<file path="src/rtl/wb_trace_buffer.sv">
// wb_trace_buffer
// ----------------
// Writeback trace recorder. While capturing, every enabled writeback
// {wb_a, wb_d, pc_in} is pushed into an in-order FIFO. A dump request stops
// capture, and the stored events are streamed out over a valid/ready port.
//
// Optional feature macro: WB_TRACE_X0_FILTER_EN
//   defined   -> writebacks to x0 are neither stored nor counted as overflow
//   undefined -> x0 writebacks are recorded like any other event
//
// Ports:
//   clk       in   sole clock, rising edge
//   reset     in   asynchronous, active-low; clears all state
//   wb_e      in   writeback valid this cycle
//   wb_a      in   destination register index [4:0]
//   wb_d      in   writeback data [31:0]
//   pc_in     in   PC of the retiring instruction [31:0]
//   dump      in   drain request, level-sensitive
//   tr_valid  out  trace beat available
//   tr_ready  in   consumer accepts beat
//   tr_data   out  {wb_a, wb_d, pc_in} of the FIFO head [68:0]
//   count     out  occupied entries, 0..DEPTH [CW-1:0]
//   overflow  out  sticky: at least one event dropped on a full FIFO
//   done      out  drain complete
module wb_trace_buffer #(
  parameter int DEPTH = 16,
  parameter int CW    = $clog2(DEPTH) + 1
) (
  input  logic          clk,
  input  logic          reset,
  input  logic          wb_e,
  input  logic [4:0]    wb_a,
  input  logic [31:0]   wb_d,
  input  logic [31:0]   pc_in,
  input  logic          dump,
  output logic          tr_valid,
  input  logic          tr_ready,
  output logic [68:0]   tr_data,
  output logic [CW-1:0] count,
  output logic          overflow,
  output logic          done
);

  localparam int AW = $clog2(DEPTH);

  localparam logic [1:0] CAPTURE = 2'd0;
  localparam logic [1:0] DRAIN   = 2'd1;
  localparam logic [1:0] DONE    = 2'd2;

  logic [1:0]    state_reg;
  logic [CW-1:0] wr_ptr_reg;
  logic [CW-1:0] rd_ptr_reg;
  logic          overflow_reg;
  logic [68:0]   mem [DEPTH];

  logic          rec_ok;
  logic          full;
  logic          empty;
  logic          push;
  logic          pop;
  logic [CW-1:0] count_now;

`ifdef WB_TRACE_X0_FILTER_EN
  assign rec_ok = (wb_a != 5'd0);
`else
  assign rec_ok = 1'b1;
`endif

  // Pointers carry one extra bit so that wr - rd distinguishes full from
  // empty; the low AW bits address the storage and wrap modulo DEPTH.
  assign count_now = wr_ptr_reg - rd_ptr_reg;
  assign full      = (count_now == CW'(DEPTH));
  assign empty     = (count_now == '0);

  // Push and pop live in different states, so they never coincide.
  assign push = (state_reg == CAPTURE) && wb_e && rec_ok && !full;
  assign pop  = (state_reg == DRAIN) && !empty && tr_ready;

  always_ff @(posedge clk) begin
    if (push) begin
      mem[wr_ptr_reg[AW-1:0]] <= {wb_a, wb_d, pc_in};
    end
  end

  always_ff @(posedge clk or negedge reset) begin
    if (!reset) begin
      state_reg    <= CAPTURE;
      wr_ptr_reg   <= '0;
      rd_ptr_reg   <= '0;
      overflow_reg <= 1'b0;
    end else begin
      if (push) begin
        wr_ptr_reg <= wr_ptr_reg + CW'(1);
      end
      if (pop) begin
        rd_ptr_reg <= rd_ptr_reg + CW'(1);
      end
      case (state_reg)
        CAPTURE: begin
          // Oldest entries are retained; the new event is dropped.
          if (wb_e && rec_ok && full) begin
            overflow_reg <= 1'b1;
          end
          if (dump) begin
            state_reg <= DRAIN;
          end
        end
        DRAIN: begin
          // Finish when already empty or when this pop takes the last entry.
          if (empty || (pop && count_now == CW'(1))) begin
            state_reg <= DONE;
          end
        end
        DONE: begin
          if (!dump) begin
            state_reg    <= CAPTURE;
            overflow_reg <= 1'b0;
          end
        end
        default: begin
          state_reg <= CAPTURE;
        end
      endcase
    end
  end

  assign tr_valid = (state_reg == DRAIN) && !empty;
  // Gated so the port reads zero whenever no beat is offered (incl. reset).
  assign tr_data  = tr_valid ? mem[rd_ptr_reg[AW-1:0]] : 69'd0;
  assign count    = count_now;
  assign overflow = overflow_reg;
  assign done     = (state_reg == DONE);

endmodule

</file>
<file path="config.mk">
export PLATFORM = sky130hd
export DESIGN_NAME = wb_trace_buffer
export DESIGN_NICKNAME = d
export VERILOG_FILES = /design/src/rtl/wb_trace_buffer.sv
export SDC_FILE = /design/constraint.sdc
export NUM_CORES = 1
export LEC_CHECK = 0
export CAP_MARGIN = 10
export CORE_AREA = 2 2 353 355
export CTS_CLUSTER_DIAMETER = 120
export DETAILED_ROUTE_END_ITERATION = 12
export DIE_AREA = 0 0 355 357
export SLEW_MARGIN = 15
export SYNTH_ARGS = -nofsm -noshare
export SYNTH_HDL_FRONTEND = slang
export SYNTH_SLANG_ARGS = --single-unit
</file>
<file path="constraint.sdc">
create_clock -name clk -period 5.47 [get_ports clk]
set_clock_uncertainty 0.1 [all_clocks]
set_input_delay 1.3675 -clock clk [delete_from_list [all_inputs] [get_ports clk]]
set_output_delay 1.3675 -clock clk [all_outputs]
set_load 0.02 [all_outputs]
</file>
== After elaboration in Yosys (flattened, before gate mapping) ==
Memories as Yosys holds them, arrays and structs flattened.
Index checks and enable logic that the tools add are counted.

* Add/subtract/negate cells: 3
* Equality and inequality tests: 8
* Muxes and demuxes: 10
* Reductions and logical operators: 14

{| class="wikitable"
|+ Operators with widths
! cell !! count
|-
| 2-to-1 mux 69 bit || 1
|-
| adder 5 x 1 -> 5 bit (second input constant) || 2
|-
| logical AND 1 bit || 6
|-
| 2-to-1 mux 2 bit || 3
|-
| != test 2 bit (second input constant) || 3
|-
| one-hot mux 2 bit (3 select lines) || 1
|-
| AND reduction 3 bit || 2
|-
| equality test 5 x 1 -> 1 bit (second input constant) || 1
|-
| equality test 5 bit (second input constant) || 1
|-
| zero test 5 bit || 1
|-
| subtractor 5 bit || 1
|-
| 2-to-1 mux 1 bit || 4
|-
| equality test 2 x 1 -> 1 bit (second input constant) || 1
|-
| equality test 2 bit (second input constant) || 1
|-
| zero test 1 bit || 2
|-
| zero test 2 bit || 1
|-
| != test 2 x 1 -> 1 bit (second input constant) || 1
|-
| one-hot mux 1 bit (2 select lines) || 1
|-
| nonzero test 2 bit || 1
|-
| logical OR 1 bit || 1
|}

* Memories: 1
* Register bits: 13
* Word-level logic and storage cells: 40
* Bits in writable memories: 1,104
* Output and inout port bits: 77
* Input bits: 74

{| class="wikitable"
|+ Memories
! name !! depth !! width !! rd ports !! clocked after memory_dff !! write ports !! line !! source
|-
| mem || 16 || 69 || 1 || 0 || 1 || 54 || <nowiki>logic [68:0] mem [DEPTH];</nowiki>
|}

== Logic depth before layout (Yosys ltp) ==
Gate-level depths: netlist of the first run.

* Depth after elaboration: 9
* Gate-level depth with buffers: 12
* Mapped depth without buffers: 10

== Least setup slack after synthesis of the first run ==
No wires, ideal clock.

* Path kind: reg2out
* From: reg rd_ptr_reg[1]
* To: out tr_data[59]
* Setup slack: 808 ps
* Cell stages (with the launch flop): 13
* Arrival: 3,195 ps
* Required time: 4,003 ps
* Path buffers: 4
* Cells stage by stage: dfrtp_1 > buf_2 > buf_1 > clkbuf_1 > inv_1 > ha_1 > nand3b_1 > nand2_1 > xor2_1 > o311ai_2 > inv_2 > clkbuf_1 > and2_1

* Word-level cells in the longest chain between the ends: 5
* Elaborated cells on any way between the ends: 6
* Those cells by class: add/sub (1); mux (1); reduce/logical (3); memory (1)

{| class="wikitable"
|+ Ends and longest elaborated chain
! item !! line !! source
|-
| start, declared || 52 || <nowiki>logic [CW-1:0] rd_ptr_reg;</nowiki>
|-
| start signal, assigned || 96 || <nowiki>rd_ptr_reg <= rd_ptr_reg + CW'(1);</nowiki>
|-
| subtractor 5 bit || 71 || <nowiki>assign count_now = wr_ptr_reg - rd_ptr_reg;</nowiki>
|-
| via count[3] || 39 || <nowiki>output logic [CW-1:0] count,</nowiki>
|-
| zero test 5 bit || 73 || <nowiki>assign empty = (count_now == '0);</nowiki>
|-
| zero test 1 bit || 127 || <nowiki>assign tr_valid = (state_reg == DRAIN) && !empty;</nowiki>
|-
| logical AND 1 bit || 127 ||
|-
| via tr_valid || 36 || <nowiki>output logic tr_valid,</nowiki>
|-
| 2-to-1 mux 69 bit || 129 || <nowiki>assign tr_data = tr_valid ? mem[rd_ptr_reg[AW-1:0]] : 69'd0;</nowiki>
|-
| end, declared || 38 || <nowiki>output logic [68:0] tr_data,</nowiki>
|}

The timed path passes the listed nets, and every way through them passes these cells.

== Worst setup path after layout of the first run ==
* From: reg rd_ptr_reg[3]
* To: out tr_data[4]

* Word-level cells in the longest chain between the ends: 5
* Elaborated cells on any way between the ends: 6
* Those cells by class: add/sub (1); mux (1); reduce/logical (3); memory (1)

{| class="wikitable"
|+ Ends and longest elaborated chain
! item !! line
|-
| subtractor 5 bit || 71
|-
| zero test 5 bit || 73
|-
| zero test 1 bit || 127
|-
| logical AND 1 bit || 127
|-
| 2-to-1 mux 69 bit * || 129
|}

Mark *: on every way between the ends. The rest lies on a longest branch, timed or not.

==> reports/qor.csv, run 1 <==
metric;value;unit
DRC;0;
#FFs+latches synth;1117;
most common cell after layout, fill and taps aside;edfxtp_1;
Slew HR;34.0;%
Setup crit start;rd_ptr_reg[3]$_DFFE_PN0P_;
die width;355;µm
full die area;127000;µm²
max-cap violation count;0;
first-pass GRT wire length;139000;µm
count of cell types in the netlist;34;
clk sinks;1117;
syn nets;1789;
worst hold start;wr_ptr_reg[4]$_DFFE_PN0P_;
Final min period;5.36;ns
outcome;completed;
Worst-path clk slew;0.06;ns
Syn Area/Cell;25.1;µm²
largest net degree at the start of global routing;129;
Port Buffers;150;
CP arrival;3.89;ns
CP required;4.00;ns
Syn Inst Count;1705;
achievable frequency;187;MHz
TritonCTS Buffers;115;
H-tree Lvls;3;
Largest register FFs;1104;
CTS Root Cell;clkbuf_16;
Max clock buf depth;3;
final core utilization;41.1;%
I/O pin count;151;
Setup violations, final;0;
Crit Path Category;flip-flop to primary output;
HP Class;flip-flop to flip-flop;
area growth from synthesis to layout;18.2;%
Static Leak;15.7;nW
Final Cycle Share;98.0;%
Register Area;33500;µm²
Area after DPL;46600;µm²
final instance area;50600;µm²
Worst Setup Start Kind;flip-flop;
Overall Global Routing Usage;15.2;%
Initial DRC Count;1824;
synth warn;0;
Final Max Slew Viols;0;
Skew-Pair Late Insertion Delay;0.70;ns
chip height;357;µm
core region area;123000;µm²
initial antenna violation count;11;
CTS tree;yes;
share of cells above drive strength 1;29.2;%
element type at the critical path end;primary output;
worst r2r src;wr_ptr_reg[0]$_DFFE_PN0P_;
number of global-route vias before repair;20100;
P per Cell Area;518;nW/µm²
Via Count;18700;
most frequent cells in the layout;edfxtp_1, mux4_2, clkdlybuf4s50_1;
maximum VDD drop;568;µV
total gr overflow;0;
measured slew at the worst slew-check pin;0.991;ns
initial core utilization;34.8;%
# fillers;10600;
drt pass-1 iters;5;
Final Hold Viols;0;
antenna viol nets, final;0;
gp weighted congestion;0.722;
vias per inst;5.10;
wire per inst;26.3;µm
Final #Nets;2026;
DP Wirelength;50200;µm
Max FO, Critical Path;34;
mapped cell area;42800;µm²
Routed WL;96500;µm
register area share after synthesis;78.2;%
Rows;129;
footprint of the multi-input gates;8880;µm²
[final cells by class]
| type | instances | area share [%] |
|---|---|---|
| flip-flops and latches | 1117 | 66.2 |
| multi-input cells | 492 | 17.5 |
| clock buffers | 136 | 5.89 |
| repair buffers | 206 | 4.42 |
| well taps | 1637 | 4.05 |
| clock inverters | 78 | 1.82 |
| inverters | 10 | 0.0841 |
| diodes | 1 | 0.00495 |
[critical path: stages, from the launching register on]
cell and delay (ns):
dfrtp_4 0.61, buf_4 0.55, buf_4 0.70, mux4_2 0.50, and2_1 0.20, clkdlybuf4s50_1 0.53
[synthesized netlist by cell type]
library cell	n	area share [%]
a21oi_1	3	0.035
a22o_1	1	0.020
and2_1	70	1.0
and3_1	16	0.23
buf_1	10	0.088
buf_12	1	0.047
buf_2	6	0.070
buf_6	25	0.66
clkbuf_1	44	0.39
dfrtp_1	13	0.76
edfxtp_1	1104	77
fa_1	1	0.047
ha_1	9	0.26
inv_1	8	0.070
inv_2	2	0.018
mux2_2	1	0.026
mux2i_1	1	0.023
mux4_1	1	0.061
mux4_2	344	18
nand2_1	9	0.079
nand2b_1	1	0.015
nand3_1	2	0.023
nand3b_1	1	0.018
nand4_1	2	0.029
nand4b_1	1	0.020
nor2_1	7	0.061
nor2b_1	2	0.029
nor3_1	3	0.035
nor4_1	1	0.015
o2111ai_1	1	0.020
o21ai_0	2	0.023
o311ai_2	1	0.038
xnor2_1	7	0.14
xor2_1	5	0.10
[metrics by stage]
| step | total power [W] | setup slack, ns | instances | setup TNS [ns] | hold WS [ns] |
|---|---|---|---|---|---|
| after floorplan | 0.0156 | 0.808 | 1705 | 0 | 0.358 |
| after global placement | 0.0184 | 0.655 | 3455 | 0 | 0.366 |
| after detailed placement | 0.0185 | 0.541 | 3455 | 0 | 0.378 |
| after CTS | 0.0266 | 0.0106 | 3669 | 0 | 0.391 |
| after global routing | 0.0274 | -0.00267 | 3676 | -0.00267 | 0.417 |
| final | 0.0262 | 0.112 | 3677 | 0 | 0.383 |
[final timing paths]
kind	endpoint	slack [ns]	cells past startpoint
worst max-delay path	tr_data[4]	0.11	5
worst min-delay path	wr_ptr_reg[4]$_DFFE_PN0P_	0.38	1
worst max register to register	mem[2][49]$_DFFE_PP_	1.73	10
worst min register to register	wr_ptr_reg[4]$_DFFE_PN0P_	0.38	1
max in group asynchronous	rd_ptr_reg[0]$_DFFE_PN0P_	3.80	1
min in group asynchronous	overflow$_DFFE_PN0P_	0.96	1
[layer usage]
layer | wire, µm | global-route usage, % | vias up
met1 | 41600 | 20.9 | 10300
met5 | 93 | 0 | -
met4 | 1540 | 3.54 | 14
li1 | - | - | 7866
met2 | 48300 | 25.3 | 482
met3 | 5050 | 2.74 | 129
[power by group]
part	switching, W	internal, W	leakage (nW)
Sequential	0.000117	0.00960	10.1
Combinational	0.00417	0.00432	3.68
Clock	0.00325	0.00475	1.90
Total	0.00754	0.0187	15.7
[cells by family (layout without fill, tap and decap cells)]
logic type,Yosys count,in the layout,share of synthesized area (%)
muxes,347,347,18.2
xor gates and xnor gates,12,12,0.245
buffers and inverters,96,430,1.34
adders and majority gates,10,10,0.310
DFF,1117,1117,78.2
other,0,1,0
and+or+nand+nor,115,115,1.58
AOI/OAI and AO/OA,8,8,0.137
[repair_timing]
item / CTS / global route
hold buffers: 0 / 0
gates cloned: 0 / 1
endpoints found under the setup margin: 69 / 69
pin swaps: 1 / 0
buffers inserted: 0 / 6
resized for setup: 4 / 9
hold endpoints to repair: 0 / 0
Note: power is estimated with default switching activity, not from simulation.
==> inputs of run 2 (changes only) <==
==> constraint.sdc (replaced) <==
create_clock -name clk -period 5.2 [get_ports clk]
set_clock_uncertainty 0.1 [all_clocks]
set_input_delay 1.04 -clock clk [delete_from_list [all_inputs] [get_ports clk]]
set_output_delay 1.04 -clock clk [all_outputs]
set_load 0.02 [all_outputs]
==> reports/qor.csv, run 2 (synthesis results as in run 1) <==
metric;value;unit
CTS tree;yes;
Register Area;33500;µm²
Final Max Slew Viols;0;
Setup crit start;rd_ptr_reg[3]$_DFFE_PN0P_;
initial core utilization;34.8;%
most used routing layer;met2;
met2 Resource Use GR;24.8;%
antenna viol nets, final;0;
P per Cell Area;535;nW/µm²
footprint of the multi-input gates;8880;µm²
share of cells above drive strength 1;28.6;%
# fillers;10600;
full die area;127000;µm²
Final Cycle Share;94.9;%
GR Layer Usage met1;21.3;%
Final min period;4.93;ns
wire per inst;26.7;µm
Worst-path clk slew;0.06;ns
Endpoint, Worst Hold;state_reg[0]$_DFFE_PN0P_;
element type at the critical path end;primary output;
Rows;129;
I/O pin count;151;
drt pass-1 iters;5;
Port Buffers;150;
DRC;0;
Static Leak;16.1;nW
H-tree Lvls;3;
CTS Hold Bufs;0;
achievable frequency;203;MHz
final core utilization;41.0;%
Via Count;18900;
CTS Root Cell;clkbuf_16;
clk sinks;1117;
setup_tns;0;ns
measured slew at the worst slew-check pin;1.12;ns
Max clock buf depth;3;
initial antenna violation count;18;
chip height;357;µm
Largest register FFs;1104;
DP Wirelength;51300;µm
Crit Path Category;flip-flop to primary output;
gp weighted congestion;0.694;
die width;355;µm
most frequent cells in the layout;edfxtp_1, mux4_2, clkbuf_16;
Setup violations, final;0;
max-cap violation count;0;
most common cell after layout, fill and taps aside;edfxtp_1;
HP Class;flip-flop to flip-flop;
Initial DRC Count;1785;
Skew-Pair Late Insertion Delay;0.68;ns
Routed WL;98000;µm
Final Hold Viols;0;
Hold WS;0.394;ns
RSZ-0062 raised after global routing;false;
Reg2Reg Setup Slack;1.33;ns
core region area;123000;µm²
first-pass GRT wire length;141000;µm
Final #Nets;2026;
number of global-route vias before repair;20000;
Worst Setup Start Kind;flip-flop;
total gr overflow;0;
CP required;4.06;ns
worst r2r src;rd_ptr_reg[0]$_DFFE_PN0P_;
Final Power;0.0270;W
outcome;completed;
largest net degree at the start of global routing;131;
TritonCTS Buffers;115;
area growth from synthesis to layout;17.8;%
R2R cell count;9;
CP arrival;3.79;ns
vias per inst;5.14;
R2R Path End;mem[11][52]$_DFFE_PP_;
met3 usage in global routing;3.34;%
worst hold start;state_reg[1]$_DFFE_PN0P_;
Max FO, Critical Path;46;
maximum VDD drop;683;µV
Overall Global Routing Usage;15.4;%
Slew HR;25.3;%
worst hold path stage count;1;
[run 2: layer usage]
layer  up-vias  routed length, µm  share of wire [%]
met5         -                 92              0.094
met3       131               6230                6.4
met4        16               1700                1.7
met1     10300              41600                 42
met2       549              48400                 49
li1       7850                  -                  -
[run 2: critical path, stage by stage, from the launching register on]
cell             delay [ns]
dfrtp_4                0.40
buf_4                  0.47
buf_4                  0.94
mux4_2                 0.53
and2_1                 0.21
clkdlybuf4s50_1        0.53
[run 2: layout make-up]
class	instances	area share (%)
inverter	10	0.0943
timing repair buffer	206	4.68
clock buffer	148	6.12
tap	1637	4.06
clock inverter	58	1.02
antenna	5	0.0248
multi-input combinational	492	17.6
sequential	1117	66.4
[run 2: report_power, final]
group,total [W],internal (W),switching [W]
registers,0.0102,0.0101,0.000105
logic,0.00889,0.00445,0.00445
clock network,0.00789,0.00460,0.00329
[run 2: per-stage QoR]
stage / instances / instance area (µm²) / setup slack [ns]
after floorplan: 1705 / 42800 / 0.662
after global placement: 3459 / 46600 / 0.675
after detailed placement: 3459 / 46600 / 0.594
after CTS: 3666 / 50200 / -0.00247
after global routing: 3671 / 50400 / 0.124
final: 3673 / 50400 / 0.266
[run 2: what timing repair did]
item                                    CTS  global route
buffers inserted                          0             1
endpoints found under the setup margin   59            66
pin swaps                                 1             1
resized for setup                         6            62
cloned                                    1             1
[run 2: how the worst max path moves through the flow]
stage	to	slack, ns	cells past startpoint
after CTS	tr_data[58]	-0.002	5
after global routing	tr_data[57]	0.12	9
final	tr_data[62]	0.27	5
after detailed placement	tr_data[28]	0.59	10
after floorplan	mem[7][0]$_DFFE_PP_	0.66	11
after global placement	tr_data[25]	0.68	10
